**config.mk**
```make
export PLATFORM = sky130hd
export DESIGN_NAME = pc_gen_flat
export DESIGN_NICKNAME = d
export VERILOG_FILES = /design/src/rtl/pc_gen_if.sv /design/src/rtl/pc_gen.sv /design/src/flat_wrapper.sv
export SDC_FILE = /design/constraint.sdc
export NUM_CORES = 1
export LEC_CHECK = 0
export BUFFER_PORTS_ARGS = -buffer_cell sky130_fd_sc_hd__buf_2
export CORE_MARGIN = 3
export CORE_UTILIZATION = 47
export DETAILED_ROUTE_END_ITERATION = 12
export SLEW_MARGIN = 30
export SYNTH_ARGS = -nofsm -noshare
export SYNTH_HDL_FRONTEND = slang
export SYNTH_SLANG_ARGS = --single-unit
```
**constraint.sdc**
```tcl
create_clock -name clk -period 4.2 [get_ports clk]
set_clock_uncertainty 0.05 [all_clocks]
set_input_delay 0.21 -clock clk [delete_from_list [all_inputs] [get_ports clk]]
set_output_delay 0.21 -clock clk [all_outputs]
set_load 0.03 [all_outputs]
```
**src/rtl/pc_gen_if.sv**
```systemverilog
// rtl/pc_gen_if.sv - redirect, BTB training and fetch-PC bundle for pc_gen
//
// Purpose: groups the execute-stage control inputs and the fetch-side
// outputs of the program-counter generator into a single bus.
// Ports (signals):
//   redirect_valid/redirect_pc           EX redirect request and target
//   upd_valid/upd_pc/upd_target/upd_taken BTB training from resolved branch
//   PC                                   registered fetch PC
//   pred_taken/pred_target               BTB prediction for the current PC
//   redirect_pending                     stalled redirect awaiting en
// Modports: master = EX/fetch consumer side, slave = pc_gen.
interface pc_gen_if #(
  parameter int XLEN = 32
);
  logic            redirect_valid;
  logic [XLEN-1:0] redirect_pc;
  logic            upd_valid;
  logic [XLEN-1:0] upd_pc;
  logic [XLEN-1:0] upd_target;
  logic            upd_taken;
  logic [XLEN-1:0] PC;
  logic            pred_taken;
  logic [XLEN-1:0] pred_target;
  logic            redirect_pending;

  modport master (
    output redirect_valid, redirect_pc,
    output upd_valid, upd_pc, upd_target, upd_taken,
    input  PC, pred_taken, pred_target, redirect_pending
  );

  modport slave (
    input  redirect_valid, redirect_pc,
    input  upd_valid, upd_pc, upd_target, upd_taken,
    output PC, pred_taken, pred_target, redirect_pending
  );
endinterface

```
**src/rtl/pc_gen.sv**
```systemverilog
// rtl/pc_gen.sv - fetch PC register with redirect latch and direct-mapped BTB
//
// Purpose: holds the IF-stage fetch PC and selects the next fetch address
// from (highest first) an EX redirect, a redirect latched during a stall,
// a BTB taken prediction, or PC+4.
// Ports:
//   clk    rising-edge clock
//   reset  asynchronous active-high reset
//   en     advance enable; 0 stalls the PC
//   bus    pc_gen_if.slave (redirect, BTB training, PC and prediction outputs)
module pc_gen #(
  parameter int              XLEN         = 32,
  parameter logic [XLEN-1:0] RESET_VECTOR = '0,
  parameter int              BTB_ENTRIES  = 16
) (
  input  logic     clk,
  input  logic     reset,
  input  logic     en,
  pc_gen_if.slave  bus
);

  localparam int IDX   = $clog2(BTB_ENTRIES);
  localparam int TAG_W = XLEN - IDX - 2;
  localparam int TGT_W = XLEN - 2;

  // Fetch PC and stalled-redirect latch
  logic [XLEN-1:0] pc_q, pc_d;
  logic            pend_q, pend_d;
  logic [XLEN-1:0] pend_pc_q, pend_pc_d;

  // BTB storage; only the valid bits are reset, the rest are don't-care
  // until an allocation writes them.
  logic [BTB_ENTRIES-1:0] vld_q, vld_d;
  logic [TAG_W-1:0]       tag_q [BTB_ENTRIES];
  logic [TAG_W-1:0]       tag_d [BTB_ENTRIES];
  logic [TGT_W-1:0]       tgt_q [BTB_ENTRIES];
  logic [TGT_W-1:0]       tgt_d [BTB_ENTRIES];
  logic [1:0]             ctr_q [BTB_ENTRIES];
  logic [1:0]             ctr_d [BTB_ENTRIES];

  // Lookup for the current PC
  logic [IDX-1:0]  lk_idx;
  logic            lk_hit;
  logic [XLEN-1:0] pc_plus4;
  logic            pred_taken;
  logic [XLEN-1:0] pred_target;

  // Training lookup
  logic [IDX-1:0]  up_idx;
  logic            up_hit;

  logic [XLEN-1:0] nxt_raw;
  logic            unused_lsbs;

  assign lk_idx   = pc_q[IDX+1:2];
  assign pc_plus4 = pc_q + XLEN'(4);   // wraps modulo 2^XLEN
  assign up_idx   = bus.upd_pc[IDX+1:2];

  always_comb begin
    lk_hit      = vld_q[lk_idx] && (tag_q[lk_idx] == pc_q[XLEN-1:IDX+2]);
    pred_taken  = lk_hit && ctr_q[lk_idx][1];
    pred_target = lk_hit ? {tgt_q[lk_idx], 2'b00} : pc_plus4;
  end

  always_comb begin
    up_hit = vld_q[up_idx] && (tag_q[up_idx] == bus.upd_pc[XLEN-1:IDX+2]);
  end

  // Next-PC selection. The pending latch is cleared by any advance, and a
  // redirect seen while stalled overwrites whatever was latched before.
  always_comb begin
    pc_d      = pc_q;
    pend_d    = pend_q;
    pend_pc_d = pend_pc_q;
    nxt_raw   = pc_plus4;
    if (bus.redirect_valid) begin
      nxt_raw = bus.redirect_pc;
    end else if (pend_q) begin
      nxt_raw = pend_pc_q;
    end else if (pred_taken) begin
      nxt_raw = pred_target;
    end
    if (en) begin
      pc_d   = {nxt_raw[XLEN-1:2], 2'b00};
      pend_d = 1'b0;
    end else if (bus.redirect_valid) begin
      pend_d    = 1'b1;
      pend_pc_d = bus.redirect_pc;
    end
  end

  // BTB training, independent of en. Lookup this cycle still sees the
  // pre-update contents because the arrays only change at the edge.
  always_comb begin
    vld_d = vld_q;
    tag_d = tag_q;
    tgt_d = tgt_q;
    ctr_d = ctr_q;
    if (bus.upd_valid) begin
      if (up_hit) begin
        if (bus.upd_taken) begin
          if (ctr_q[up_idx] != 2'b11) begin
            ctr_d[up_idx] = ctr_q[up_idx] + 2'b01;
          end
          tgt_d[up_idx] = bus.upd_target[XLEN-1:2];
        end else if (ctr_q[up_idx] != 2'b00) begin
          ctr_d[up_idx] = ctr_q[up_idx] - 2'b01;
        end
      end else if (bus.upd_taken) begin
        // Allocate weakly-taken, evicting any aliasing occupant
        vld_d[up_idx] = 1'b1;
        tag_d[up_idx] = bus.upd_pc[XLEN-1:IDX+2];
        tgt_d[up_idx] = bus.upd_target[XLEN-1:2];
        ctr_d[up_idx] = 2'b10;
      end
    end
  end

  always_ff @(posedge clk or posedge reset) begin
    if (reset) begin
      pc_q      <= RESET_VECTOR;
      pend_q    <= 1'b0;
      pend_pc_q <= '0;
      vld_q     <= '0;
    end else begin
      pc_q      <= pc_d;
      pend_q    <= pend_d;
      pend_pc_q <= pend_pc_d;
      vld_q     <= vld_d;
    end
  end

  always_ff @(posedge clk) begin
    tag_q <= tag_d;
    tgt_q <= tgt_d;
    ctr_q <= ctr_d;
  end

  // Byte-offset bits are architecturally ignored on every address input
  assign unused_lsbs = ^{nxt_raw[1:0], bus.upd_pc[1:0], bus.upd_target[1:0]};

  assign bus.PC               = pc_q;
  assign bus.pred_taken       = pred_taken;
  assign bus.pred_target      = pred_target;
  assign bus.redirect_pending = pend_q;

endmodule

```
**src/flat_wrapper.sv**
```systemverilog
// flat-port wrapper written by rule: the top's interface ports become plain ports
module pc_gen_flat 
#(
  parameter int              XLEN         = 32,
  parameter logic [XLEN-1:0] RESET_VECTOR = '0,
  parameter int              BTB_ENTRIES  = 16
)
  (clk, reset, en, bus_redirect_valid, bus_redirect_pc, bus_upd_valid, bus_upd_pc, bus_upd_target, bus_upd_taken, bus_PC, bus_pred_taken, bus_pred_target, bus_redirect_pending);
  pc_gen_if #(.XLEN(XLEN)) bus_i ();
  input  logic clk;
  input  logic reset;
  input  logic en;
  input wire logic [$bits(bus_i.redirect_valid)-1:0] bus_redirect_valid;
  input wire logic [$bits(bus_i.redirect_pc)-1:0] bus_redirect_pc;
  input wire logic [$bits(bus_i.upd_valid)-1:0] bus_upd_valid;
  input wire logic [$bits(bus_i.upd_pc)-1:0] bus_upd_pc;
  input wire logic [$bits(bus_i.upd_target)-1:0] bus_upd_target;
  input wire logic [$bits(bus_i.upd_taken)-1:0] bus_upd_taken;
  output wire logic [$bits(bus_i.PC)-1:0] bus_PC;
  output wire logic [$bits(bus_i.pred_taken)-1:0] bus_pred_taken;
  output wire logic [$bits(bus_i.pred_target)-1:0] bus_pred_target;
  output wire logic [$bits(bus_i.redirect_pending)-1:0] bus_redirect_pending;
  assign bus_i.redirect_valid = bus_redirect_valid;
  assign bus_i.redirect_pc = bus_redirect_pc;
  assign bus_i.upd_valid = bus_upd_valid;
  assign bus_i.upd_pc = bus_upd_pc;
  assign bus_i.upd_target = bus_upd_target;
  assign bus_i.upd_taken = bus_upd_taken;
  assign bus_PC = bus_i.PC;
  assign bus_pred_taken = bus_i.pred_taken;
  assign bus_pred_target = bus_i.pred_target;
  assign bus_redirect_pending = bus_i.redirect_pending;
  pc_gen #(.XLEN(XLEN), .RESET_VECTOR(RESET_VECTOR), .BTB_ENTRIES(BTB_ENTRIES)) u_core (.clk(clk), .reset(reset), .en(en), .bus(bus_i));
endmodule
```
* Word level (Yosys, flattened, before mapping)
Cells that the tools add are included.
** Cells by class
- $add $sub $neg :: 3
- $lt $le $gt $ge :: 6
- Eq/ne operators :: 4
- Multiplexer cells :: 42
- Bitwise gates (word level) :: 8
- Reduce and logical (&&, ||, !) cells :: 13
** Operators by type and width (count)
- $bwmux W480 :: 1
- $bwmux W416 :: 1
- $mux W32 :: 9
- $bmux W26 S4 :: 2
- $mux W26 :: 5
- $bmux W30 S4 :: 1
- $demux W30 S4 :: 1
- $demux W26 S4 :: 1
- $mux W30 :: 3
- $bwmux W32 :: 2
- $eq A26 B26 Y1 :: 2
- $add A32 B3 Y32 const B :: 1
- $or A16 B16 Y16 :: 2
- $and A16 B16 Y16 :: 1
- $bmux W2 S4 :: 2
- $not A16 Y16 :: 1
- $ge A5 B5 Y1 const B :: 2
- $lt A4 B5 Y1 const B :: 2
- $mux W2 :: 5
- $not A4 Y5 :: 2
- $bmux W1 S4 :: 2
- $demux W2 S4 :: 1
- $reduce_bool A2 Y1 :: 4
- $logic_and A1 B1 Y1 :: 5
- 12 further kinds :: 18
** Word-level totals
- Flip-flop bits (word level) :: 1007
- Input bits :: 102

* Longest topological paths before layout
Gate-level depths: netlist of run 1.
- Depth after elaboration :: 10
- Mapped depth :: 16
- Mapped depth without buffers :: 9

* Worst setup path before layout of run 1
No wires, ideal clock.
- Path kind :: input to register
- From :: in bus_upd_pc[2]
- To :: reg u_core.tag_q[156] (netlist name) (enable)
- Setup time :: 409 ps
- Arrival time :: 3795 ps
- Data required time :: 3741 ps
- Path slack :: -54 ps
- Cell stages on the path :: 14
- Path through :: buf_4 buf_6 buf_4 buf_6 mux4_2 mux2i_1 xnor2_1 a21oi_1 a21oi_1 a2111oi_4 or2_1 buf_2 buf_2 nor2_1
** Between the ends
- Word-level cells in the longest chain between the ends :: 8
** RTL lines
- start, declared :: line flat_wrapper.sv:16 : input wire logic [$bits(bus_i.upd_pc)-1:0] bus_upd_pc;
- $not A4 Y5 (implied by the code) :: line pc_gen.sv:66 : up_hit = vld_q[up_idx] && (tag_q[up_idx] == bus.upd_pc[XLEN-1:IDX+2]);
- $bmux W26 S4 :: line pc_gen.sv:66
- $mux W26 (implied by the code) (2 in a row) :: line pc_gen.sv:66
- $eq A26 B26 Y1 :: line pc_gen.sv:66
- $logic_and A1 B1 Y1 (*) :: line pc_gen.sv:66
- $not A1 Y1 (no line) (*)
- $reduce_and A3 Y1 (no line) (*)
- end signal, assigned :: line pc_gen.sv:134 : tag_q <= tag_d;
- end, declared :: line pc_gen.sv:34 : logic [TAG_W-1:0] tag_q [BTB_ENTRIES];
Mark *: on every way between the ends. The rest lies on a longest branch, timed or not. The select of a mux whose other input is x is not followed.
A chain may end at the register's enable or synchronous reset.

* Worst setup path in the final report of run 1
- From :: reg u_core.pc_q[3] (netlist: u_core.bus.PC[3])
- To :: out bus_pred_target[22]
** Between the ends
- Word-level cells in the longest chain between the ends :: 7
** RTL lines
- start, declared :: line pc_gen.sv:27 : logic [XLEN-1:0] pc_q, pc_d;
- start signal, assigned :: line pc_gen.sv:126 : pc_q <= pc_d;
- $not A4 Y5 (implied by the code) :: line pc_gen.sv:60, pc_gen.sv:62
- $bmux W26 S4 :: line pc_gen.sv:60 : lk_hit = vld_q[lk_idx] && (tag_q[lk_idx] == pc_q[XLEN-1:IDX+2]);
- $mux W26 (implied by the code) (2 in a row) :: line pc_gen.sv:60
- $eq A26 B26 Y1 :: line pc_gen.sv:60
- $logic_and A1 B1 Y1 :: line pc_gen.sv:60
- $mux W32 (*) :: line pc_gen.sv:62 : pred_target = lk_hit ? {tgt_q[lk_idx], 2'b00} : pc_plus4;
- end, declared :: line flat_wrapper.sv:21 : output wire logic [$bits(bus_i.pred_target)-1:0] bus_pred_target;
Marks and branches as above.

==> results of run 1 <==
==> cells in the mapped netlist (23+ instances only) <==
master and instances:
edfxtp_1 928, mux4_2 343, mux2i_1 188, nand2_1 109, nor2_1 90, a21oi_1 89, clkbuf_1 80, dfrtp_1 77
mux2_2 76, buf_2 54, o21ai_0 38, xnor2_1 38, xor2_1 34, nand3_1 33, nor2b_1 30, o22ai_1 30
inv_1 28, buf_4 24, a22oi_1 23
==> through the flow <==
stage | instances | hold slack (ps)
final | 4369 | 135
after global routing | 4365 | 137
after CTS | 4347 | 92.9
after detailed placement | 4053 | 349
after global placement | 4052 | 361
after floorplan | 2545 | 259
==> flip-flops by register name, indices dropped and copies added (netlist names) <==
signal                       flops
u_core.bus.PC                   30
u_core.bus.redirect_pending      1
u_core.ctr_q                    32
u_core.pend_pc_q                30
u_core.tag_q                   416
u_core.tgt_q                   480
u_core.vld_q                    16
==> power by group <==
part / internal, uW / total, uW / switching [uW]
clock network: 4980 / 8830 / 3850
logic: 2250 / 4960 / 2710
registers: 11200 / 11500 / 284
total: 18400 / 25300 / 6840
==> cell type report <==
type,instances,area (sq um)
Fill cell,7311,40400
Sequential cell,1005,29800
Multi-Input combinational cell,1330,15300
Timing Repair Buffer,550,5100
Clock buffer,134,2750
Tap cell,1265,1580
Clock inverter,50,485
Inverter,29,114
Antenna cell,6,15.0
==> metal layers <==
| layer | global-route usage | share of wire | vias up |
|---|---|---|---|
| li1 | - | - | 11389 |
| met1 | 0.391 | 0.40 | 14726 |
| met2 | 0.449 | 0.48 | 1462 |
| met3 | 0.0520 | 0.086 | 256 |
| met4 | 0.0895 | 0.035 | 0 |
| met5 | 0 | 0 | - |
==> kinds of logic after synthesis <==
group | Yosys count | synth area share
fa+ha+maj | 3 | 0.000825
other cells | 1 | 0.0000824
simple gates | 352 | 0.0376
compound gates | 291 | 0.0415
xor+xnor | 72 | 0.0139
flops | 1005 | 0.654
buf+inv | 210 | 0.0216
mux | 608 | 0.230
==> worst min-delay path by stage <==
| stage | startpoint | to | depth (start not counted) |
|---|---|---|---|
| 4_1_cts | bus_upd_taken | u_core.ctr_q[3] | 5 |
| 3_5_place_dp | reset | u_core.pend_pc_q[14] | 2 |
| 5_1_grt | bus_upd_taken | u_core.ctr_q[3] | 5 |
| 6_report | bus_upd_taken | u_core.ctr_q[3] | 5 |
| 2_1_floorplan | bus_upd_pc[6] | u_core.tag_q[0] | 0 |
| 3_3_place_gp | reset | u_core.pend_pc_q[14] | 2 |
==> worst reg2reg max path, delay by kind of cell, from the launching register on <==
kind	cells	cell delay, ps
compound gates	4	710
simple gates	3	1280
mux	2	350
flops	1	590
buf+inv	8	1190
==> what timing repair did <==
item                       in CTS  in global routing
setup endpoints to repair      31                 38
gates resized for setup       135                 29
cloned                          5                  0
pin swaps                       5                 12
buffers inserted               17                 17
hold buffers                   88                  0
hold endpoints to repair     1002                  0
==> qor.yml, run 1 <==
synth_cell_types: 69
detailedPlace.worstSlack_ps: -47.4
cpPeakStageDelay_ps: 590
layout_commonest_cell: "edfxtp_1"
grt_pass1_wl_mm: 201
grt_remaining_overflow: 0
coreArea_sq_mm: 0.0956
fin_crit_sh: 1.13
crit_cells: 14
finalSetupViolations: 37
grt_max_degree: 124
rr_worst_depth: 17
reg2reg_slack_ps: -110
reg2reg_to: "u_core.bus.PC[30]"
endpoint: "bus_pred_target[22]"
drc_errors: 0
htree_levels: 3
drt_first_pass_iters: 5
place_congestion: 0.917
crit_path_top_delay_cell: "dfrtp_4"
fin_area_sq_mm: 0.0552
port-buffer-count: 157
tns_ps: -16460
final_util: 0.577
synthArstFlopShare: 0.0766
fin_nets: 3124
total_power_uw: 25300
relSlewSlack: 0.479
worst_ep_required_time_ps: 3940
drt-vias-per-instance: 6.37
drive_gt1_frac: 0.354
slew_viol_final: 0
start_util: 0.476
status: "finished, violations left"
end_kind: "primary output"
worstPathCellList: "buf_6 > buf_4 > mux2i_1 > a22oi_2 > a21oi_2 > or4_4 > o41ai_2 > or3b_4 > nor4b_4 > buf_6 > buf_8 > buf_12 > mux2_4 > buf_6"
hpwl_mm: 90.2
power_density_mw_per_mm2: 458
cts_tree: "built"
yosys_warnings: 0
via_count: 27833
die_area_sq_mm: 0.101
avgSynthCellArea_sq_um: 17.9
cts-root-buf: "clkbuf_16"
synth-edff-count: 928
synth-main-ff-cell: "edfxtp_1"
cts.clk_slew.worst_paths_ps: 60
peakVddDrop_mv: 0.370
hp-class: "in2reg"
cp-start-kind: "flip-flop"
crit_top_cell: "buf_6"
synth_area_sq_mm: 0.0455
p_leak_uw: 0.0188
rows: 113
drv_cap: 0
drtIter0Drc: 3437
post-route-min-period_ps: 4740
area_delta_synth_final_pct: 21.2
synth_area_leaders: "edfxtp_1 61%, mux4_2 17%, dfrtp_1 4.2%"
cts_inserted_buffers: 103
grt_pass1_vias: 28229
tightest_slew_ps: 782
syn-instance-count: 2542
clock.fmax_mhz: 211
reg2reg_from: "u_core.bus.PC[3]"
routed_wire_length_per_instance_um: 31.8
place_area_sq_mm: 0.0500
netlist.area_leader.share: 0.612
ctsLongestPathBuffers: 3
dieHeight_um: 317
startpoint: "u_core.bus.PC[3]"
cp_max_fo: 8
layout_setup_ws_ps: -539
arrival_ps: 4480
path_class: "reg2out"
cts.sinks: 1005
grt_use_total: 0.280
rsz0062_at_grt: "true"
cp.buffers_inverters: 6
mostFrequentLayoutCells: "928 x edfxtp_1, 343 x mux4_2, 229 x buf_4"
drtAntennaViolNets: 0
antenna_found_initial: 6
die-width_um: 317
synth-seq-cells: 1005
violations: "setup timing"
critPathTopFamily: "simple AND/OR/NAND/NOR gates"
clk_latency_ps: 700
drt_wl_total_mm: 139
hold_violations: 0
synth_seq_area_share: 0.654
yosysTopAreaCell: "edfxtp_1"
ioPinCount: 168
Power figures use the tool's default switching activity.
==> run 2: changes to the inputs <==
- CELL_PAD_IN_SITES_DETAIL_PLACEMENT: unset -> 1
- CELL_PAD_IN_SITES_GLOBAL_PLACEMENT: unset -> 1
- MAX_ROUTING_LAYER: unset -> met4
- PLACE_DENSITY: unset -> 0.68
==> run 2 against run 1 <==
The run still ends with setup timing left. First-iteration DRC count is 7.9% lower. Combinational power hardly changed. Utilization is 0.45 points higher. Non-clock buffer count is 5 lower. Largest cell class unchanged.
==> qor.yml, run 2 (synthesis gave the netlist of run 1 again) <==
cts_tree: "built"
htree_levels: 3
cp_max_fo: 8
drtAntennaViolNets: 0
routed_wire_length_per_instance_um: 33.5
place_congestion: 0.927
drv_cap: 0
die_area_sq_mm: 0.101
clk_latency_ps: 710
drt_wl_total_mm: 147
grtUsageMet1: 0.402
end_kind: "primary output"
grt_pass1_wl_mm: 211
worst_ep_required_time_ps: 3940
slew_viol_final: 0
grt_pass1_vias: 29293
status: "finished, violations left"
rsz0062_at_grt: "true"
largest-register: "u_core.tgt_q"
relSlewSlack: 0.396
antenna_found_initial: 12
violations: "setup timing"
gr-usage-met2: 0.482
power_density_mw_per_mm2: 467
detailedPlace.worstSlack_ps: -275
startpoint: "u_core.bus.PC[2]"
hold_violations: 0
fin_crit_sh: 1.16
tightest_slew_ps: 904
layout_commonest_cell: "edfxtp_1"
start_util: 0.476
p_leak_uw: 0.0189
busiest_layer: "met2"
area_delta_synth_final_pct: 22.2
fin_nets: 3121
arrival_ps: 4630
reg.largest.list: "u_core.tgt_q: 480 flops, u_core.tag_q: 416 flops, u_core.ctr_q: 32 flops"
mostFrequentLayoutCells: "928 x edfxtp_1, 343 x mux4_2, 217 x buf_4"
ioPinCount: 168
cts_inserted_buffers: 105
hpwl_mm: 95.8
grt_remaining_overflow: 0
cts.sinks: 1005
reg2reg_from: "u_core.bus.PC[3]"
coreArea_sq_mm: 0.0956
path_class: "reg2out"
post-route-min-period_ps: 4890
drt_first_pass_iters: 5
ctsLongestPathBuffers: 3
cp-start-kind: "flip-flop"
finalSetupViolations: 38
die-width_um: 317
drt-vias-per-instance: 6.36
cts-root-buf: "clkbuf_16"
drc_errors: 0
via_count: 27872
largest_reg_flops: 480
peakVddDrop_mv: 0.481
layout_setup_ws_ps: -687
rows: 113
drive_gt1_frac: 0.362
placed_cells: 4044
port-buffer-count: 157
drtIter0Drc: 3166
dieHeight_um: 317
grt_max_degree: 68
grt_use_total: 0.302
hp-class: "in2async"
final_cells: 4381
use_met3: 0.0451
clock.fmax_mhz: 205
cts.clk_slew.worst_paths_ps: 60
-- run 2: final timing paths --
kind / cells after the start / slack [ps] / end
max in group asynchronous: 4 / 3040 / u_core.vld_q[0]
min: 3 / 60 / u_core.bus.PC[8]
min reg2reg: 1 / 460 / u_core.pend_pc_q[16]
max reg2reg: 15 / -50 / u_core.bus.PC[28]
max: 14 / -690 / bus_pred_target[28]
min in group clk: 3 / 60 / u_core.pend_pc_q[13]
-- run 2: cell type report --
| class | count | area, sq um |
|---|---|---|
| inverters | 29 | 114 |
| repair buffers | 545 | 5060 |
| clock inverters | 51 | 608 |
| clock buffers | 146 | 2950 |
| diodes | 10 | 25.0 |
| well taps | 1265 | 1580 |
| multi-input cells | 1330 | 15500 |
| flip-flops and latches | 1005 | 29800 |
| fillers | 8496 | 40000 |
-- run 2: critical path, stage by stage, from the launching register on --
cell and delay [ps]:
dfrtp_4 530, buf_12 180, buf_6 160, mux4_2 540, mux2i_4 180, xor2_2 320, o2111ai_1 200, o41ai_2 100
or3b_4 440, nor4b_4 290, buf_6 160, buf_12 140, buf_12 160, mux2_4 340, buf_6 150
-- run 2: per-layer routing --
metal,part of all wire,vias up
met5,0,-
met4,0.037,0
met3,0.072,270
met2,0.49,1307
met1,0.40,14906
li1,-,11389
-- run 2: where the power goes --
| group | internal (uW) | switching, uW |
|---|---|---|
| logic | 2200 | 2740 |
| clock network | 5540 | 3990 |
| registers | 11200 | 290 |
-- run 2: metrics by stage --
stage          utilization  total power, uW  cell area, sq um  hold slack [ps]  TNS [ps]
3_3_place_gp         0.522            16000             49900              254    -80010
3_5_place_dp         0.522            16100             49900              265   -115580
4_1_cts              0.580            26000             55500             18.6    -20150
6_report             0.582            25900             55600             61.0    -19210
5_1_grt              0.582            26800             55600             36.6    -22490
2_1_floorplan            -            14300             45500              259    -21660
-- run 2: timing repair --
action	in CTS	in global routing
endpoints found under the hold margin	993	0
pin swaps	22	16
setup buffers	22	12
gates resized for setup	170	29
setup endpoints to repair	51	207
cloned	5	0
hold buffers	95	0
